--- src/rtl/pc_sequencer_if.sv ---
// pc_sequencer_if
//  Decode-to-fetch PC control bundle.
//  master : decode side, drives redirect/stall/halt requests, observes fetch.
//  slave  : pc_sequencer, consumes the requests, drives pc_f/fetch_valid/flush/trap.
interface pc_sequencer_if #(
  parameter int PC_W = 10
);
  logic            stall;
  logic            branch_taken;
  logic [PC_W-1:0] pc_d;
  logic [31:0]     imm_add;
  logic            jalr_en;
  logic [31:0]     jalr_target;
  logic            halt;
  logic [PC_W-1:0] pc_f;
  logic            fetch_valid;
  logic            flush;
  logic            trap;

  modport master (
    output stall, branch_taken, pc_d, imm_add, jalr_en, jalr_target, halt,
    input  pc_f, fetch_valid, flush, trap
  );

  modport slave (
    input  stall, branch_taken, pc_d, imm_add, jalr_en, jalr_target, halt,
    output pc_f, fetch_valid, flush, trap
  );
endinterface

--- src/rtl/pc_sequencer.sv ---
// pc_sequencer
//  Owns the fetch PC and picks the next one every cycle: sequential increment,
//  branch target (pc_d + imm_add), JALR target, stall hold or halt.
//  Ports:
//   clk  - system clock, rising edge
//   rst  - synchronous reset, active-high
//   bus  - pc_sequencer_if.slave (requests in, pc_f/fetch_valid/flush/trap out)
//  Optional feature macro: PC_ALIGN_TRAP_EN
//   defined   : a misaligned redirect target enters TRAP (sticky trap, PC held)
//   undefined : target bits [1:0] are cleared, trap is tied 0
//
//  state  | meaning
//  RUN    | normal fetch, increment or hold on stall
//  REDIR  | one-cycle bubble after a redirect, flush asserted on entry
//  HALTED | fetch stopped, only rst leaves
//  TRAP   | misaligned redirect target, only rst leaves
module pc_sequencer #(
  parameter int              PC_W     = 10,
  parameter logic [PC_W-1:0] RESET_PC = '0,
  parameter int              PC_INC   = 4
) (
  input  logic          clk,
  input  logic          rst,
  pc_sequencer_if.slave bus
);

  localparam logic [1:0] RUN    = 2'd0;
  localparam logic [1:0] REDIR  = 2'd1;
  localparam logic [1:0] HALTED = 2'd2;
  localparam logic [1:0] TRAP   = 2'd3;

  localparam logic [PC_W-1:0] INC = PC_W'(PC_INC);

  logic [1:0]      state;
  logic [PC_W-1:0] pc_q;
  logic            fetch_valid_q;
  logic            flush_q;
  logic            trap_q;

  logic [PC_W-1:0] br_tgt;
  logic [PC_W-1:0] jalr_tgt;
  logic [PC_W-1:0] tgt;
  logic [PC_W-1:0] tgt_load;
  logic            redirect;

  // Only the low PC_W bits of the 32-bit sum matter, so the adder is PC_W wide.
  assign br_tgt   = bus.pc_d + bus.imm_add[PC_W-1:0];
  assign jalr_tgt = bus.jalr_target[PC_W-1:0] & ~PC_W'(1);
  assign tgt      = bus.jalr_en ? jalr_tgt : br_tgt;
  assign tgt_load = {tgt[PC_W-1:2], 2'b00};
  assign redirect = bus.jalr_en | bus.branch_taken;

  logic unused_hi;
  assign unused_hi = ^{bus.imm_add[31:PC_W], bus.jalr_target[31:PC_W]};

  always_ff @(posedge clk) begin
    if (rst) begin
      state         <= RUN;
      pc_q          <= RESET_PC;
      fetch_valid_q <= 1'b1;
      flush_q       <= 1'b0;
      trap_q        <= 1'b0;
    end else begin
      case (state)
        RUN, REDIR: begin
          if (bus.halt) begin
            state         <= HALTED;
            fetch_valid_q <= 1'b0;
            flush_q       <= 1'b0;
          end else if (redirect) begin
`ifdef PC_ALIGN_TRAP_EN
            if (tgt[1:0] != 2'b00) begin
              state         <= TRAP;
              trap_q        <= 1'b1;
              fetch_valid_q <= 1'b0;
              flush_q       <= 1'b1;
            end else begin
              pc_q          <= tgt_load;
              state         <= REDIR;
              fetch_valid_q <= 1'b0;
              flush_q       <= 1'b1;
            end
`else
            pc_q          <= tgt_load;
            state         <= REDIR;
            fetch_valid_q <= 1'b0;
            flush_q       <= 1'b1;
`endif
          end else if (bus.stall) begin
            // Stall keeps the state; a stalled bubble stays invalid.
            fetch_valid_q <= (state == RUN);
            flush_q       <= 1'b0;
          end else begin
            pc_q          <= pc_q + INC;
            state         <= RUN;
            fetch_valid_q <= 1'b1;
            flush_q       <= 1'b0;
          end
        end
        HALTED, TRAP: begin
          fetch_valid_q <= 1'b0;
          flush_q       <= 1'b0;
        end
        default: state <= RUN;
      endcase
    end
  end

  assign bus.pc_f        = pc_q;
  assign bus.fetch_valid = fetch_valid_q;
  assign bus.flush       = flush_q;
`ifdef PC_ALIGN_TRAP_EN
  assign bus.trap        = trap_q;
`else
  assign bus.trap        = 1'b0;
  logic unused_trap;
  assign unused_trap = trap_q;
`endif

endmodule
--- src/flat_wrapper.sv ---
// flat-port wrapper written by rule: the top's interface ports become plain ports
module pc_sequencer_flat 
#(
  parameter int              PC_W     = 10,
  parameter logic [PC_W-1:0] RESET_PC = '0,
  parameter int              PC_INC   = 4
)
  (clk, rst, bus_stall, bus_branch_taken, bus_pc_d, bus_imm_add, bus_jalr_en, bus_jalr_target, bus_halt, bus_pc_f, bus_fetch_valid, bus_flush, bus_trap);
  pc_sequencer_if #(.PC_W(PC_W)) bus_i ();
  input  logic clk;
  input  logic rst;
  input wire logic [$bits(bus_i.stall)-1:0] bus_stall;
  input wire logic [$bits(bus_i.branch_taken)-1:0] bus_branch_taken;
  input wire logic [$bits(bus_i.pc_d)-1:0] bus_pc_d;
  input wire logic [$bits(bus_i.imm_add)-1:0] bus_imm_add;
  input wire logic [$bits(bus_i.jalr_en)-1:0] bus_jalr_en;
  input wire logic [$bits(bus_i.jalr_target)-1:0] bus_jalr_target;
  input wire logic [$bits(bus_i.halt)-1:0] bus_halt;
  output wire logic [$bits(bus_i.pc_f)-1:0] bus_pc_f;
  output wire logic [$bits(bus_i.fetch_valid)-1:0] bus_fetch_valid;
  output wire logic [$bits(bus_i.flush)-1:0] bus_flush;
  output wire logic [$bits(bus_i.trap)-1:0] bus_trap;
  assign bus_i.stall = bus_stall;
  assign bus_i.branch_taken = bus_branch_taken;
  assign bus_i.pc_d = bus_pc_d;
  assign bus_i.imm_add = bus_imm_add;
  assign bus_i.jalr_en = bus_jalr_en;
  assign bus_i.jalr_target = bus_jalr_target;
  assign bus_i.halt = bus_halt;
  assign bus_pc_f = bus_i.pc_f;
  assign bus_fetch_valid = bus_i.fetch_valid;
  assign bus_flush = bus_i.flush;
  assign bus_trap = bus_i.trap;
  pc_sequencer #(.PC_W(PC_W), .RESET_PC(RESET_PC), .PC_INC(PC_INC)) u_core (.clk(clk), .rst(rst), .bus(bus_i));
endmodule
--- config.mk ---
export PLATFORM = sky130hd
export DESIGN_NAME = pc_sequencer_flat
export DESIGN_NICKNAME = d
export VERILOG_FILES = /design/src/rtl/pc_sequencer_if.sv /design/src/rtl/pc_sequencer.sv /design/src/flat_wrapper.sv
export SDC_FILE = /design/constraint.sdc
export NUM_CORES = 1
export LEC_CHECK = 0
export ABC_AREA = 1
export BUFFER_PORTS_ARGS = -buffer_cell sky130_fd_sc_hd__buf_4
export CAP_MARGIN = 15
export CORE_MARGIN = 3
export CORE_UTILIZATION = 40
export CTS_CLUSTER_SIZE = 14
export DETAILED_ROUTE_END_ITERATION = 8
export PLACE_DENSITY = 0.88
export SKIP_CTS_REPAIR_TIMING = 1
export SYNTH_ARGS = -nofsm -noshare
export SYNTH_HDL_FRONTEND = slang
export SYNTH_SLANG_ARGS = --single-unit
--- constraint.sdc ---
create_clock -name clk -period 2.6 [get_ports clk]
set_clock_uncertainty 0.1 [all_clocks]
set_input_delay 0 -clock clk [delete_from_list [all_inputs] [get_ports clk]]
set_output_delay 0 -clock clk [all_outputs]
set_load 0.02 [all_outputs]
==> results_dict.tcl, run 1 <==
set metrics [dict create \
    outcome "finished, violations left" \
    violations "negative hold slack" \
    rsz0062_at_grt "false" \
    num_vias 1384 \
    syn_to_final_growth_pct 34.8 \
    start_util_pct 42.6 \
    yosysMostFrequentCell "nand2_1" \
    synth.area.top_cells "dfxtp_1, nand2_1, nor2_1" \
    cts.reportedPaths.clkPinSlew_ns 0.08 \
    grt_first_pass_wirelength_mm 4.70 \
    ys_types 25 \
    seq_area_frac_synth_pct 20.3 \
    intPower_uw 394 \
    power_frac_seq_pct 34.8 \
    syn_area_um2 1180 \
    fillerInstances 278 \
    ant_nets 0 \
    worstPathCellList "dlygate4sd3_1, buf_4, nor2_4, nand2_2, nand2_4, inv_2, o21ai_0, a21oi_1" \
    hpwl_mm 2.43 \
    finalPower_uw 613 \
    cts_tree "yes" \
    synthCells 202 \
    power_leakage_uw 0.000857 \
    num-nets-final 340 \
    yosys_warnings 0 \
    synth.avg_cell_area_um2 5.87 \
    fin_hold_ws_ns -0.0249 \
    fp-row-count 19 \
    switching_power_uw 219 \
    firstDrtPassIters 4 \
    grt_use_total_pct 16.5 \
    synth_top_area_cell "dfxtp_1" \
    numCtsBuffers 3 \
    critPathRequiredTime_ns 2.67 \
    multiInputGateArea_um2 822 \
    critPathMaxFanout 14 \
    drt_wl_total_mm 3.02 \
    drv_cap 0 \
    setup_violations 0 \
    peakVddDrop_mv 0.384 \
    yosys_most_used_dff "dfxtp_1" \
    dieHeight_um 60.4 \
    ys_async_sr_fraction_pct 0 \
    synthTopCellsByCount "nand2_1, nor2_1, inv_1" \
    wire_per_inst_um 10.7 \
    swShare_pct 35.7 \
    powerDensity_nw_per_um2 384 \
    ctsHtreeMaxLevel 1 \
    holdCritPathClass "in2reg" \
    start_kind "input pin" \
    p_comb_share_pct 40.6 \
    finalCriticalPeriod_ns 1.49 \
    coreArea_um2 2780 \
    cts-root-buf "clkbuf_4" \
    synth_top_area_share_pct 20.3 \
    crit_arrival_ns 1.56 \
    finalHoldViolCount 3 \
    fin_tns_setup_ns 0 \
    final-max-slew-violation-count 0 \
    grt_max_degree 15 \
    routabilityCongestion 0.855 \
    die_w_um 60.4 \
    route.detailed.drc 0 \
    seq_area_um2 240 \
    grt-ovfl-total 0 \
    clk_latency_ns 0.27 \
    fmax_ghz 0.672 \
    synth_edf_count 0 \
    crit_type "in2reg" \
    ioPinCount 93 \
    end_kind "flip-flop" \
    slowest_stage "dlygate4sd3_1" \
    antennaDiodeCount 0 \
    drive_above_1_share_pct 24.8 \
    cts_max_path_buffers 2 \
    period_share_pct 57.3 \
    slowest_delay_ns 0.53 \
    p_clk_share_pct 24.7 \
    clock_sinks 12 \
    ys_ff_latch 12 \
    die_area_um2 3650 \
    portBuffers 43 \
    grt_pass1_vias 1206 \
    antenna_found_initial 0 \
    avgViaCountPerCell 4.93 \
    drt-initial-drc-count 42 \
]
final cells by class:
class / count / area share (%)
Multi-Input combinational cell: 161 / 51.4
Timing Repair Buffer: 47 / 22.7
Inverter: 26 / 6.11
Tap cell: 31 / 2.43
Sequential cell: 12 / 15.0
Clock buffer: 4 / 2.27
power groups by stage:
stage          Sequential, uW  Clock, uW  Combinational (uW)
2_1_floorplan             230          0                 144
3_3_place_gp              217          0                 236
3_5_place_dp              217          0                 243
4_1_cts                   213        156                 243
5_1_grt                   215        162                 281
6_report                  213        151                 249
state kept, by name (all words and copies together) (netlist names):
| signal | cells |
|---|---|
| u_core.bus.flush | 1 |
| u_core.bus.fetch_valid | 1 |
| u_core.bus.pc_f | 8 |
| u_core.state | 2 |
metrics by stage:
| step | utilization, % | setup WS (ns) | hold slack (ns) | instances | area [um^2] |
|---|---|---|---|---|---|
| 6_report | 57.4 | 1.11 | -0.0249 | 281 | 1600 |
| 4_1_cts | 56.0 | 1.18 | -0.214 | 277 | 1560 |
| 5_1_grt | 57.4 | 0.993 | 0.00658 | 281 | 1600 |
| 2_1_floorplan | - | 1.12 | -0.0309 | 204 | 1190 |
| 3_5_place_dp | 54.7 | 1.16 | 0.0903 | 273 | 1520 |
| 3_3_place_gp | 54.7 | 1.17 | 0.0864 | 273 | 1520 |
layer usage:
layer / up-vias / track usage, % / part of all wire, %
li1: 739 / - / -
met1: 598 / 19.8 / 45
met2: 41 / 29.3 / 47
met3: 6 / 3.83 / 6.3
met4: 0 / 4.64 / 1.6
met5: - / 0 / 0
worst paths after layout:
kind | endpoint | depth (start not counted) | startpoint | slack (ns)
worst max-delay path | u_core.bus.pc_f[7] | 8 | bus_branch_taken | 1.11
worst min-delay path | u_core.bus.pc_f[4] | 3 | bus_jalr_en | -0.02
worst max register to register | u_core.bus.pc_f[8] | 7 | u_core.bus.pc_f[2] | 1.14
worst min register to register | u_core.state[0] | 2 | u_core.state[0] | 0.40
layout by cell type (no fill, tap or decap):
| cell | Yosys | layout |
|---|---|---|
| nand2_4 | 1 | 1 |
| clkbuf_4 | 0 | 3 |
| nor2_4 | 1 | 1 |
| clkinv_1 | 1 | 1 |
| nand4_1 | 2 | 2 |
| inv_2 | 2 | 2 |
| o21ai_0 | 15 | 15 |
| a31oi_1 | 1 | 1 |
| a21oi_1 | 15 | 15 |
| clkbuf_8 | 0 | 1 |
| buf_4 | 3 | 43 |
| dfxtp_1 | 12 | 12 |
| o21ai_2 | 1 | 1 |
| inv_1 | 23 | 23 |
| nand2_1 | 46 | 46 |
| nor2_1 | 37 | 37 |
| o21bai_1 | 1 | 1 |
| nand3_2 | 1 | 1 |
| a21oi_2 | 1 | 1 |
| dlygate4sd3_1 | 0 | 4 |
| ha_1 | 9 | 9 |
| nor2_2 | 3 | 3 |
| nand3_1 | 14 | 14 |
| xor2_1 | 4 | 4 |
| conb_1 | 1 | 3 |
| nand2_2 | 5 | 5 |
| o21ai_1 | 1 | 1 |
critical path: cells and delay by family:
kind / cells / cell delay [ns]
AND/OR/NAND/NOR: 3 / 0.56
buffers and inverters: 3 / 0.76
AO/OA/AOI/OAI: 2 / 0.23
kinds of logic (layout without fill, tap and decap cells):
family	Yosys count	after routing	synth area share [%]
buffers and inverters	31	77	11.0
XOR/XNOR	4	4	2.96
other	1	3	0.316
flip-flops	12	12	20.3
AO/OA/AOI/OAI	35	35	15.7
AND/OR/NAND/NOR	110	110	40.2
adder cells (fa/ha/maj)	9	9	9.50
No activity file was read; power rests on OpenSTA's default activity.
==> run 2, diff against run 1 <==
--- a/config.mk
+++ b/config.mk
@@ -5,14 +5,14 @@
 export SDC_FILE = /design/constraint.sdc
 export NUM_CORES = 1
 export LEC_CHECK = 0
-export ABC_AREA = 1
+export ABC_AREA = 0
 export BUFFER_PORTS_ARGS = -buffer_cell sky130_fd_sc_hd__buf_4
 export CAP_MARGIN = 15
 export CORE_MARGIN = 3
-export CORE_UTILIZATION = 40
+export CORE_UTILIZATION = 39
 export CTS_CLUSTER_SIZE = 14
 export DETAILED_ROUTE_END_ITERATION = 8
-export PLACE_DENSITY = 0.88
+export PLACE_DENSITY = 0.87
 export SKIP_CTS_REPAIR_TIMING = 1
 export SYNTH_ARGS = -nofsm -noshare
 export SYNTH_HDL_FRONTEND = slang
==> constraint.sdc (replaced) <==
create_clock -name clk -period 1.55 [get_ports clk]
set_clock_uncertainty 0.1 [all_clocks]
set_input_delay 0 -clock clk [delete_from_list [all_inputs] [get_ports clk]]
set_output_delay 0 -clock clk [all_outputs]
set_load 0.02 [all_outputs]
==> results_dict.tcl, run 2 <==
set metrics [dict create \
    coreArea_um2 2780 \
    violations "negative hold slack" \
    reg2reg_to "u_core.bus.pc_f[8]" \
    wire_per_inst_um 14.6 \
    antenna_found_initial 0 \
    dieHeight_um 60.2 \
    intPower_uw 727 \
    hpwl_mm 2.64 \
    ant_nets 0 \
    p_clk_share_pct 22.5 \
    peakVddDrop_mv 0.475 \
    portBuffers 43 \
    ys_ff_latch 12 \
    grt_pass1_vias 1221 \
    grt-ovfl-total 0 \
    num_vias 1419 \
    fin_hold_ws_ns -0.0220 \
    p_comb_share_pct 45.0 \
    ctsHtreeMaxLevel 1 \
    die_area_um2 3620 \
    synthTopCellsByCount "a21oi_1, nand2_1, dfxtp_1" \
    worstPathCellList "nor2_4, buf_4, o21ai_4, o21ai_0, a21oi_1, or3_1" \
    syn_to_final_growth_pct 59.5 \
    setup.worst_path.start "u_core.state[1]" \
    drive_above_1_share_pct 41.3 \
    crit_arrival_ns 1.59 \
    avgViaCountPerCell 5.70 \
    grt_max_degree 16 \
    ys_async_sr_fraction_pct 0 \
    powerDensity_nw_per_um2 602 \
    synth.avg_cell_area_um2 7.84 \
    period_share_pct 98.8 \
    fp-row-count 19 \
    clock_sinks 12 \
    reg2reg_from "u_core.state[1]" \
    fillerInstances 250 \
    final-max-slew-violation-count 0 \
    fmax_ghz 0.653 \
    synth_top_area_cell "dfxtp_1" \
    worst_slack_ns 0.0182 \
    grt_use_total_pct 18.4 \
    min_from "bus_jalr_target[3]" \
    drt-initial-drc-count 36 \
    synth_edf_count 0 \
    final_cell_mix "buf_4, a21oi_1, nand2_1" \
    end_kind "flip-flop" \
    num-nets-final 308 \
    seq_area_frac_synth_pct 21.0 \
    r2r_cells 6 \
    die_w_um 60.2 \
    post_dp_cell_area_um2 1640 \
    cts.reportedPaths.clkPinSlew_ns 0.08 \
    final_area_um2 1830 \
    crit_type "reg2reg" \
    routabilityCongestion 0.850 \
    dp_slack_ns -0.245 \
    route.detailed.drc 0 \
    firstDrtPassIters 4 \
    synthCells 146 \
    final_common_cell "buf_4" \
    yosys_warnings 0 \
    critPathMaxFanout 6 \
    slowest_stage "dfxtp_2" \
    largest_register_ffs 8 \
    start_util_pct 41.2 \
    swShare_pct 33.9 \
    cts-root-buf "clkbuf_4" \
    finalHoldViolCount 1 \
    outcome "finished, violations left" \
    syn_area_um2 1140 \
    grt_first_pass_wirelength_mm 5.18 \
    seq_area_um2 258 \
    finalCriticalPeriod_ns 1.53 \
    synth.area.top_cells "dfxtp_1, ha_1, a21oi_1" \
    ioPinCount 93 \
    cts_tree "yes" \
    yosys_most_used_dff "dfxtp_1" \
    drt_wl_total_mm 3.65 \
    ys_types 50 \
    multiInputGateArea_um2 926 \
    antennaDiodeCount 0 \
    numCtsBuffers 3 \
    hold-path-cell-count 3 \
    start_kind "flip-flop" \
    drv_cap 0 \
    whs_endpoint "u_core.bus.pc_f[3]" \
    holdCritPathClass "in2reg" \
    setup_violations 0 \
    power_frac_seq_pct 32.5 \
    switching_power_uw 372 \
    reg2reg_slack_ns 0.02 \
    power_leakage_uw 0.000834 \
    clk_latency_ns 0.27 \
    cts_max_path_buffers 2 \
    slowest_delay_ns 0.36 \
    yosysMostFrequentCell "a21oi_1" \
    synth_top_area_share_pct 21.0 \
    critPathRequiredTime_ns 1.61 \
]
-- run 2: cell count changes in the layout (fill, tap and decap cells not counted), sizes merged, moves of 4 or more --
cell | previous run | this run
nand2 | 52 | 13
nor2 | 41 | 10
buf | 43 | 66
inv | 25 | 3
nand3 | 15 | 3
o21ai | 17 | 11
nor4 | 0 | 5
nor3 | 0 | 4
xnor2 | 0 | 4
-- run 2: cells by family after synthesis --
family                   Yosys count  share of synthesized area (%)
AO/OA/AOI/OAI                     52                           31.4
XOR/XNOR                           6                           4.59
adder cells (fa/ha/maj)            9                           9.84
buffers and inverters             10                           5.68
flip-flops                        12                           21.0
multiplexers                       2                           1.75
other                              1                          0.328
AND/OR/NAND/NOR                   54                           25.5
-- run 2: metal layers --
metal	GRT usage, %	vias to the layer above	share of wire [%]
met5	0	-	0
met4	8.54	0	1.2
met3	1.51	6	9.1
met2	30.6	75	49
met1	23.8	630	40
li1	-	708	-
-- run 2: area by class of cell --
| type | instances | share of cell area (%) |
|---|---|---|
| Clock buffer | 4 | 1.99 |
| Inverter | 3 | 0.617 |
| Multi-Input combinational cell | 127 | 50.7 |
| Sequential cell | 12 | 14.1 |
| Tap cell | 31 | 2.12 |
| Timing Repair Buffer | 72 | 30.4 |
-- run 2: worst max-delay path, delay by kind of cell, from the launching register on --
kind / cells / cell delay, ns
DFF: 1 / 0.36
and+or+nand+nor: 2 / 0.47
AOI/OAI and AO/OA: 3 / 0.34
buffers and inverters: 1 / 0.15
-- run 2: how the worst max path moves through the flow --
stage / end / slack (ns) / cells after the start
4_1_cts: u_core.bus.pc_f[3] / -0.02 / 6
2_1_floorplan: u_core.bus.pc_f[8] / -0.007 / 5
3_5_place_dp: u_core.bus.pc_f[8] / -0.24 / 7
3_3_place_gp: u_core.bus.pc_f[8] / -0.18 / 7
6_report: u_core.bus.pc_f[8] / 0.02 / 6
5_1_grt: u_core.bus.pc_f[2] / -0.02 / 6
-- run 2: power groups by stage --
stage	registers (uW)	clock network, uW	logic, uW
2_1_floorplan	385	0	227
3_3_place_gp	359	0	435
3_5_place_dp	360	0	447
4_1_cts	353	252	449
5_1_grt	361	281	538
6_report	357	248	495
-- run 2: through the flow --
step / power, uW / hold slack, ns / TNS [ns] / instances / utilization [%]
2_1_floorplan: 612 / 0.0774 / -0.00654 / 148 / -
3_3_place_gp: 794 / 0.184 / -0.747 / 236 / 59.1
3_5_place_dp: 807 / 0.187 / -0.944 / 236 / 59.1
4_1_cts: 1050 / -0.105 / -0.0182 / 240 / 60.4
5_1_grt: 1180 / 0.0160 / -0.0411 / 249 / 65.6
6_report: 1100 / -0.0220 / 0 / 249 / 65.6
